### config.mk
export PLATFORM = sky130hd
export DESIGN_NAME = load_store_unit
export DESIGN_NICKNAME = d
export VERILOG_FILES = /design/src/rtl/lsu_pkg.sv /design/src/rtl/lsu_lane_align.sv /design/src/rtl/load_store_unit.sv
export SDC_FILE = /design/constraint.sdc
export NUM_CORES = 1
export LEC_CHECK = 0
export CORE_AREA = 4 4 132 134
export DETAILED_ROUTE_END_ITERATION = 8
export DIE_AREA = 0 0 136 138
export PLACE_DENSITY = 0.77
export SYNTH_ARGS = -nofsm -noshare
export SYNTH_HDL_FRONTEND = slang
export SYNTH_SLANG_ARGS = --single-unit
### constraint.sdc
create_clock -name Clk -period 3.13 [get_ports Clk]
set_clock_uncertainty 0.1 [all_clocks]
set_input_delay 0.7825 -clock Clk [delete_from_list [all_inputs] [get_ports Clk]]
set_output_delay 0.7825 -clock Clk [all_outputs]
set_load 0.02 [all_outputs]
### src/rtl/lsu_pkg.sv
// Shared constants, FSM encoding and request legality check for the load/store unit.
package lsu_pkg;

  localparam int BYTE_W = 8;
  localparam int HALF_W = 16;

  localparam logic [2:0] F3_B  = 3'b000;
  localparam logic [2:0] F3_H  = 3'b001;
  localparam logic [2:0] F3_W  = 3'b010;
  localparam logic [2:0] F3_BU = 3'b100;
  localparam logic [2:0] F3_HU = 3'b101;

  typedef enum logic [1:0] {
    IDLE  = 2'd0,
    READ  = 2'd1,
    WRITE = 2'd2,
    DONE  = 2'd3
  } lsuState_t;

  // Unsigned variants exist only for loads; halves and words must be naturally aligned.
  function automatic logic reqIllegal(input logic isStore, input logic [2:0] f3,
                                      input logic [1:0] adrLo);
    logic bad;
    bad = 1'b0;
    case (f3)
      F3_B:    bad = 1'b0;
      F3_H:    bad = adrLo[0];
      F3_W:    bad = |adrLo;
      F3_BU:   bad = isStore;
      F3_HU:   bad = isStore | adrLo[0];
      default: bad = 1'b1;
    endcase
    return bad;
  endfunction

endpackage

### src/rtl/lsu_lane_align.sv
// Lane extraction/extension for loads and lane merge for sub-word stores.
module lsu_lane_align
  import lsu_pkg::*;
#(
  parameter int XLEN = 32
) (
  input  logic [XLEN-1:0] word,
  input  logic [1:0]      adrLo,
  input  logic [2:0]      funct3,
  input  logic [XLEN-1:0] storeData,
  output logic [XLEN-1:0] loadVal,
  output logic [XLEN-1:0] mergedWord
);

  logic [BYTE_W-1:0] laneByte;
  logic [HALF_W-1:0] laneHalf;

  always_comb begin
    laneByte = word[{adrLo, 3'b000} +: BYTE_W];
    laneHalf = word[{adrLo[1], 4'b0000} +: HALF_W];

    case (funct3)
      F3_B:    loadVal = {{(XLEN-BYTE_W){laneByte[BYTE_W-1]}}, laneByte};
      F3_H:    loadVal = {{(XLEN-HALF_W){laneHalf[HALF_W-1]}}, laneHalf};
      F3_BU:   loadVal = {{(XLEN-BYTE_W){1'b0}}, laneByte};
      F3_HU:   loadVal = {{(XLEN-HALF_W){1'b0}}, laneHalf};
      default: loadVal = word;
    endcase

    mergedWord = word;
    case (funct3)
      F3_B:    mergedWord[{adrLo, 3'b000} +: BYTE_W] = storeData[BYTE_W-1:0];
      F3_H:    mergedWord[{adrLo[1], 4'b0000} +: HALF_W] = storeData[HALF_W-1:0];
      F3_W:    mergedWord = storeData;
      default: mergedWord = word;
    endcase
  end

endmodule

### src/rtl/load_store_unit.sv
// Data-memory initiator: one RV32I load/store at a time, sub-word stores via read-modify-write.
//   state | meaning
//   IDLE  | waiting for start; request latched on accept
//   READ  | memRD captured into rdBuf; loads update loadData
//   WRITE | memWE asserted for one cycle with merged/full word
//   DONE  | done pulse, err reports an illegal request
module load_store_unit
  import lsu_pkg::*;
#(
  parameter int XLEN       = 32,
  parameter int ALIGN_BITS = 2
) (
  input  logic            Clk,
  input  logic            Rst,
  input  logic            start,
  input  logic            isStore,
  input  logic [2:0]      funct3,
  input  logic [XLEN-1:0] addr,
  input  logic [XLEN-1:0] storeData,
  output logic [XLEN-1:0] loadData,
  output logic            busy,
  output logic            done,
  output logic            err,
  output logic [XLEN-1:0] memAdr,
  output logic [XLEN-1:0] memWD,
  output logic            memWE,
  input  logic [XLEN-1:0] memRD
);

  lsuState_t       state, nextState;
  logic [1:0]      reqAdrLo;
  logic [2:0]      reqF3;
  logic            reqStore;
  logic [XLEN-1:0] reqData;
  logic            errFlag;
  logic [XLEN-1:0] rdBuf;

  logic [XLEN-1:0] alignWord;
  logic [XLEN-1:0] loadVal;
  logic [XLEN-1:0] mergedWord;
  logic            startIllegal;

  assign startIllegal = reqIllegal(isStore, funct3, addr[1:0]);

  // Extraction works on live read data; the merge works on the word captured in READ.
  assign alignWord = (state == WRITE) ? rdBuf : memRD;

  lsu_lane_align #(.XLEN(XLEN)) uAlign (
    .word       (alignWord),
    .adrLo      (reqAdrLo),
    .funct3     (reqF3),
    .storeData  (reqData),
    .loadVal    (loadVal),
    .mergedWord (mergedWord)
  );

  always_ff @(posedge Clk) begin
    if (Rst) begin
      state    <= IDLE;
      reqAdrLo <= '0;
      reqF3    <= '0;
      reqStore <= 1'b0;
      reqData  <= '0;
      errFlag  <= 1'b0;
      rdBuf    <= '0;
      loadData <= '0;
      memAdr   <= '0;
    end else begin
      state <= nextState;
      case (state)
        IDLE: begin
          if (start) begin
            reqAdrLo <= addr[1:0];
            reqF3    <= funct3;
            reqStore <= isStore;
            reqData  <= storeData;
            errFlag  <= startIllegal;
            memAdr   <= {addr[XLEN-1:ALIGN_BITS], {ALIGN_BITS{1'b0}}};
          end
        end
        READ: begin
          rdBuf <= memRD;
          if (!reqStore) loadData <= loadVal;
        end
        default: ;
      endcase
    end
  end

  always_comb begin
    nextState = state;
    busy      = (state != IDLE);
    done      = 1'b0;
    err       = 1'b0;
    memWE     = 1'b0;
    memWD     = '0;
    case (state)
      IDLE: begin
        if (start) begin
          if (startIllegal)                       nextState = DONE;
          else if (isStore && (funct3 == F3_W))   nextState = WRITE;
          else                                    nextState = READ;
        end
      end
      READ:  nextState = reqStore ? WRITE : DONE;
      WRITE: begin
        memWE     = !Rst;
        memWD     = mergedWord;
        nextState = DONE;
      end
      DONE: begin
        done      = 1'b1;
        err       = errFlag;
        nextState = IDLE;
      end
      default: nextState = IDLE;
    endcase
  end

endmodule

==> impl_results.md, run 1 <==
* RSZ-0062 raised after global routing: yes
* Outcome: finished, final reports clean
* Cell with the most instances after synthesis: nand2_1
* Setup CP Type: flop to output pin
* Final Slew Violations at 0
* First-pass GRT wire length at between 30 and 40 mm
* Clk_lat worst skew at 0.42 ns
* Initial antenna violation count at 0
* Largest net degree at the start of global routing at 90
* # clock sinks at about 140
* Final Hold Viols at 0
* CTS buffer count at 17
* # nets final at 1197
* Final setup violation count at 0
* P_sw at about 3.7 mW
* Starting DRT DRC Count at 667
* Maxcap violations at 0
* Cell Area, Synth at 7060 sq um
* Root buf cell: clkbuf_16
* Vias in the first global route at 7258
* Critical Path, Cell by Cell: buf_6 > or3b_4 > a21oi_4 > o21ba_4 > o2bb2ai_1 > clkdlybuf4s15_2
* Worst Slack Setup Final at between 0.06 and 0.07 ns
* Max VDD drop at between 0.5 and 0.6 mV
* Fillers at around 1400
* Hold/Removal Path Class: flop to flop
* Netlist cell types at between 50 and 60
* Drt first pass iters at 7
* Sequential area share after synthesis at 0.383
* Number of synthesized flops with an enable pin at 0
* GRT Total Usage at 0.263
* Area growth from synthesis to layout at 46.2%
* Routed wire length at around 26 mm
* Post-DR vias/cell at 5.79
* Multi-input gate area at about 4200 sq um
* RD Place Congestion at roughly 0.97
* Warnings from Yosys at 0
* CP Data Arrival Time at around 2.2 ns
* Final core occ at 0.634
* Clk slew on worst S/H paths at around 0.06 ns
* Crit Path Max Fanout at 9
* Initial Utilization at 0.434
* CP startpoint kind: flop
* Die Ht at approximately 140 um
* Kind of end point of the critical path: output pin
* WP buf/inv at 2
* Fmax at 0.327 GHz
* Leak pwr at ~3.7 nW
* CP max stage cell: or3b_4
* Synth top cells by count: 167 x nand2_1, 158 x a21oi_1, 135 x dfxtp_1
* Crit share post-route at 0.979
* CP max stage delay at 0.41 ns
* Primary FF master, synth: dfxtp_1
* Die X at 136 um
* Detail Route Antenna Nets at 0
* Sequential power share at 0.278
* Clock Path Buffers at 2
* Slew headroom at 0.341
* Wire length per cell at between 15 and 20 um
* Layout cells sized above 1 at 0.201
* Sequential Area at approximately 2700 sq um
* Synth top area share at 0.383
* Post-detail-place hpwl at about 18 mm
* Grt ovf at 0
* TritonCTS clock tree: yes
* Fraction of registers with async set/reset at 0
* Row Count at 47
* Post-Synthesis Cells at 876
* Minimum clock period after layout at 3.06 ns
* Synth Register Bits at 135
* CTS H-tree lvls at 4
* Number of hold buffers added after cts at 0
* Top post-synthesis cells by area: dfxtp_1 38%, a21oi_1 11%, nand2_1 8.9%
* # diodes at 0
* Least-Margin Pin Slew at 0.989 ns
* CP required at about 2.3 ns
* I/O pin count at approximately 200
* Worst slack at placement at -0.298 ns
* Combinational Power Share at 0.518
* IO buf count at 200
* Pint at between 5 and 6 mW
* Core area at around 16000 sq um
* Hold WS at 0.351 ns
* Clock share of power at 0.204
* Sw Share at 0.415
* Syn avg cell area at 8.06 sq um
* Crit path max-delay family: compound AO/OA/AOI/OAI gates
* Pwr dens at roughly 870 nW/um^2
* Via count at ~7600
* Die area at about 19000 sq um
* Post-synthesis cell type with the largest combined area: dfxtp_1
* Drc violations at 0
-- flip-flops by register name (all words and copies together) (netlist names) --
| name | cells |
|---|---|
| errFlag | 1 |
| reqF3 | 3 |
| reqAdrLo | 2 |
| state | 2 |
| rdBuf | 32 |
| reqStore | 1 |
| memAdr | 30 |
| reqData | 32 |
| loadData | 32 |
-- what timing repair did --
item | CTS | global route
gates resized for setup | 145 | 42
gates cloned | 0 | 1
buffers inserted | 0 | 6
setup endpoints to repair | 32 | 32
pin swaps | 2 | 7
-- per-stage QoR --
stage | power [mW] | area, sq um | setup TNS, ns | instances
final | 9.00 | 10300 | 0 | 1317
after global routing | 9.49 | 10300 | -0.138 | 1317
after CTS | 8.77 | 10100 | 0 | 1310
after detailed placement | 6.90 | 9570 | -3.91 | 1278
after global placement | 6.82 | 9570 | -3.44 | 1278
after floorplan | 5.23 | 7170 | 0 | 877
-- cell usage in the layout, fill, tap and decap left out, types with 10 or more instances in the layout --
master | netlist | routed
a21oi_1 | 158 | 145
a21oi_2 | 10 | 23
buf_2 | 12 | 10
buf_4 | 7 | 71
buf_6 | 4 | 10
clkbuf_16 | 0 | 18
clkdlybuf4s50_1 | 0 | 167
dfxtp_1 | 135 | 130
mux2_2 | 14 | 14
mux2i_1 | 60 | 52
nand2_1 | 167 | 166
nor2_1 | 51 | 51
o21ai_0 | 31 | 31
o22ai_1 | 13 | 13
o2bb2ai_1 | 27 | 17
o2bb2ai_2 | 0 | 10
-- cell type report --
class                   count  share of cell area
multi-input cells         652               0.411
clock buffers              23              0.0444
clock inverters             9             0.00752
inverters                   9             0.00352
repair buffers            269               0.245
well taps                 220              0.0267
flip-flops and latches    135               0.262
-- metal layers --
| layer | track usage | vias to the layer above | part of all wire |
|---|---|---|---|
| met5 | 0 | - | 0 |
| met2 | 0.393 | 444 | 0.44 |
| met4 | 0.114 | 0 | 0.041 |
| met1 | 0.339 | 3563 | 0.40 |
| li1 | - | 3554 | - |
| met3 | 0.0974 | 66 | 0.12 |
-- power by group through the flow --
stage / Clock (mW) / Sequential, mW / Combinational, mW
6_report: 1.84 / 2.50 / 4.66
5_1_grt: 1.95 / 2.55 / 4.99
4_1_cts: 1.86 / 2.48 / 4.43
3_5_place_dp: 0 / 2.50 / 4.39
3_3_place_gp: 0 / 2.48 / 4.34
2_1_floorplan: 0 / 2.67 / 2.56
-- cell families after synthesis --
kind of cell / synth area share
AOI/OAI and AO/OA: 0.274
muxes: 0.114
adders and majority gates: 0.0177
and+or+nand+nor: 0.153
other: 0.000531
buffers and inverters: 0.0579
DFF: 0.383
-- final timing paths --
path | start | to | slack, ns | cells past startpoint
hold / removal | memAdr[11]$_SDFFE_PP0P_ | memAdr[11]$_SDFFE_PP0P_ | 0.35 | 2
setup / recovery | reqAdrLo[1]$_SDFFE_PP0P_ | memWD[0] | 0.07 | 6
setup reg to reg | state[0]$_SDFFE_PP0P_ | loadData[7]$_SDFFE_PP0P_ | 0.62 | 5
hold reg to reg | memAdr[11]$_SDFFE_PP0P_ | memAdr[11]$_SDFFE_PP0P_ | 0.35 | 2
-- tightest hold or removal path: cells and delay by family, from the launching register on --
kind	cells	cell delay, ns
flops	1	0.30
simple gates	1	0.05
compound gates	1	0.05
(Power assumes the default switching activity.)
==> run 2: changes to the inputs <==
--- a/config.mk
+++ b/config.mk
@@ -5,6 +5,7 @@
 export SDC_FILE = /design/constraint.sdc
 export NUM_CORES = 1
 export LEC_CHECK = 0
+export CAP_MARGIN = 20
 export CORE_AREA = 4 4 132 134
 export DETAILED_ROUTE_END_ITERATION = 8
 export DIE_AREA = 0 0 136 138
==> results of run 2 <==
The final DEF is identical to that of run 1; final timing and power are the same.
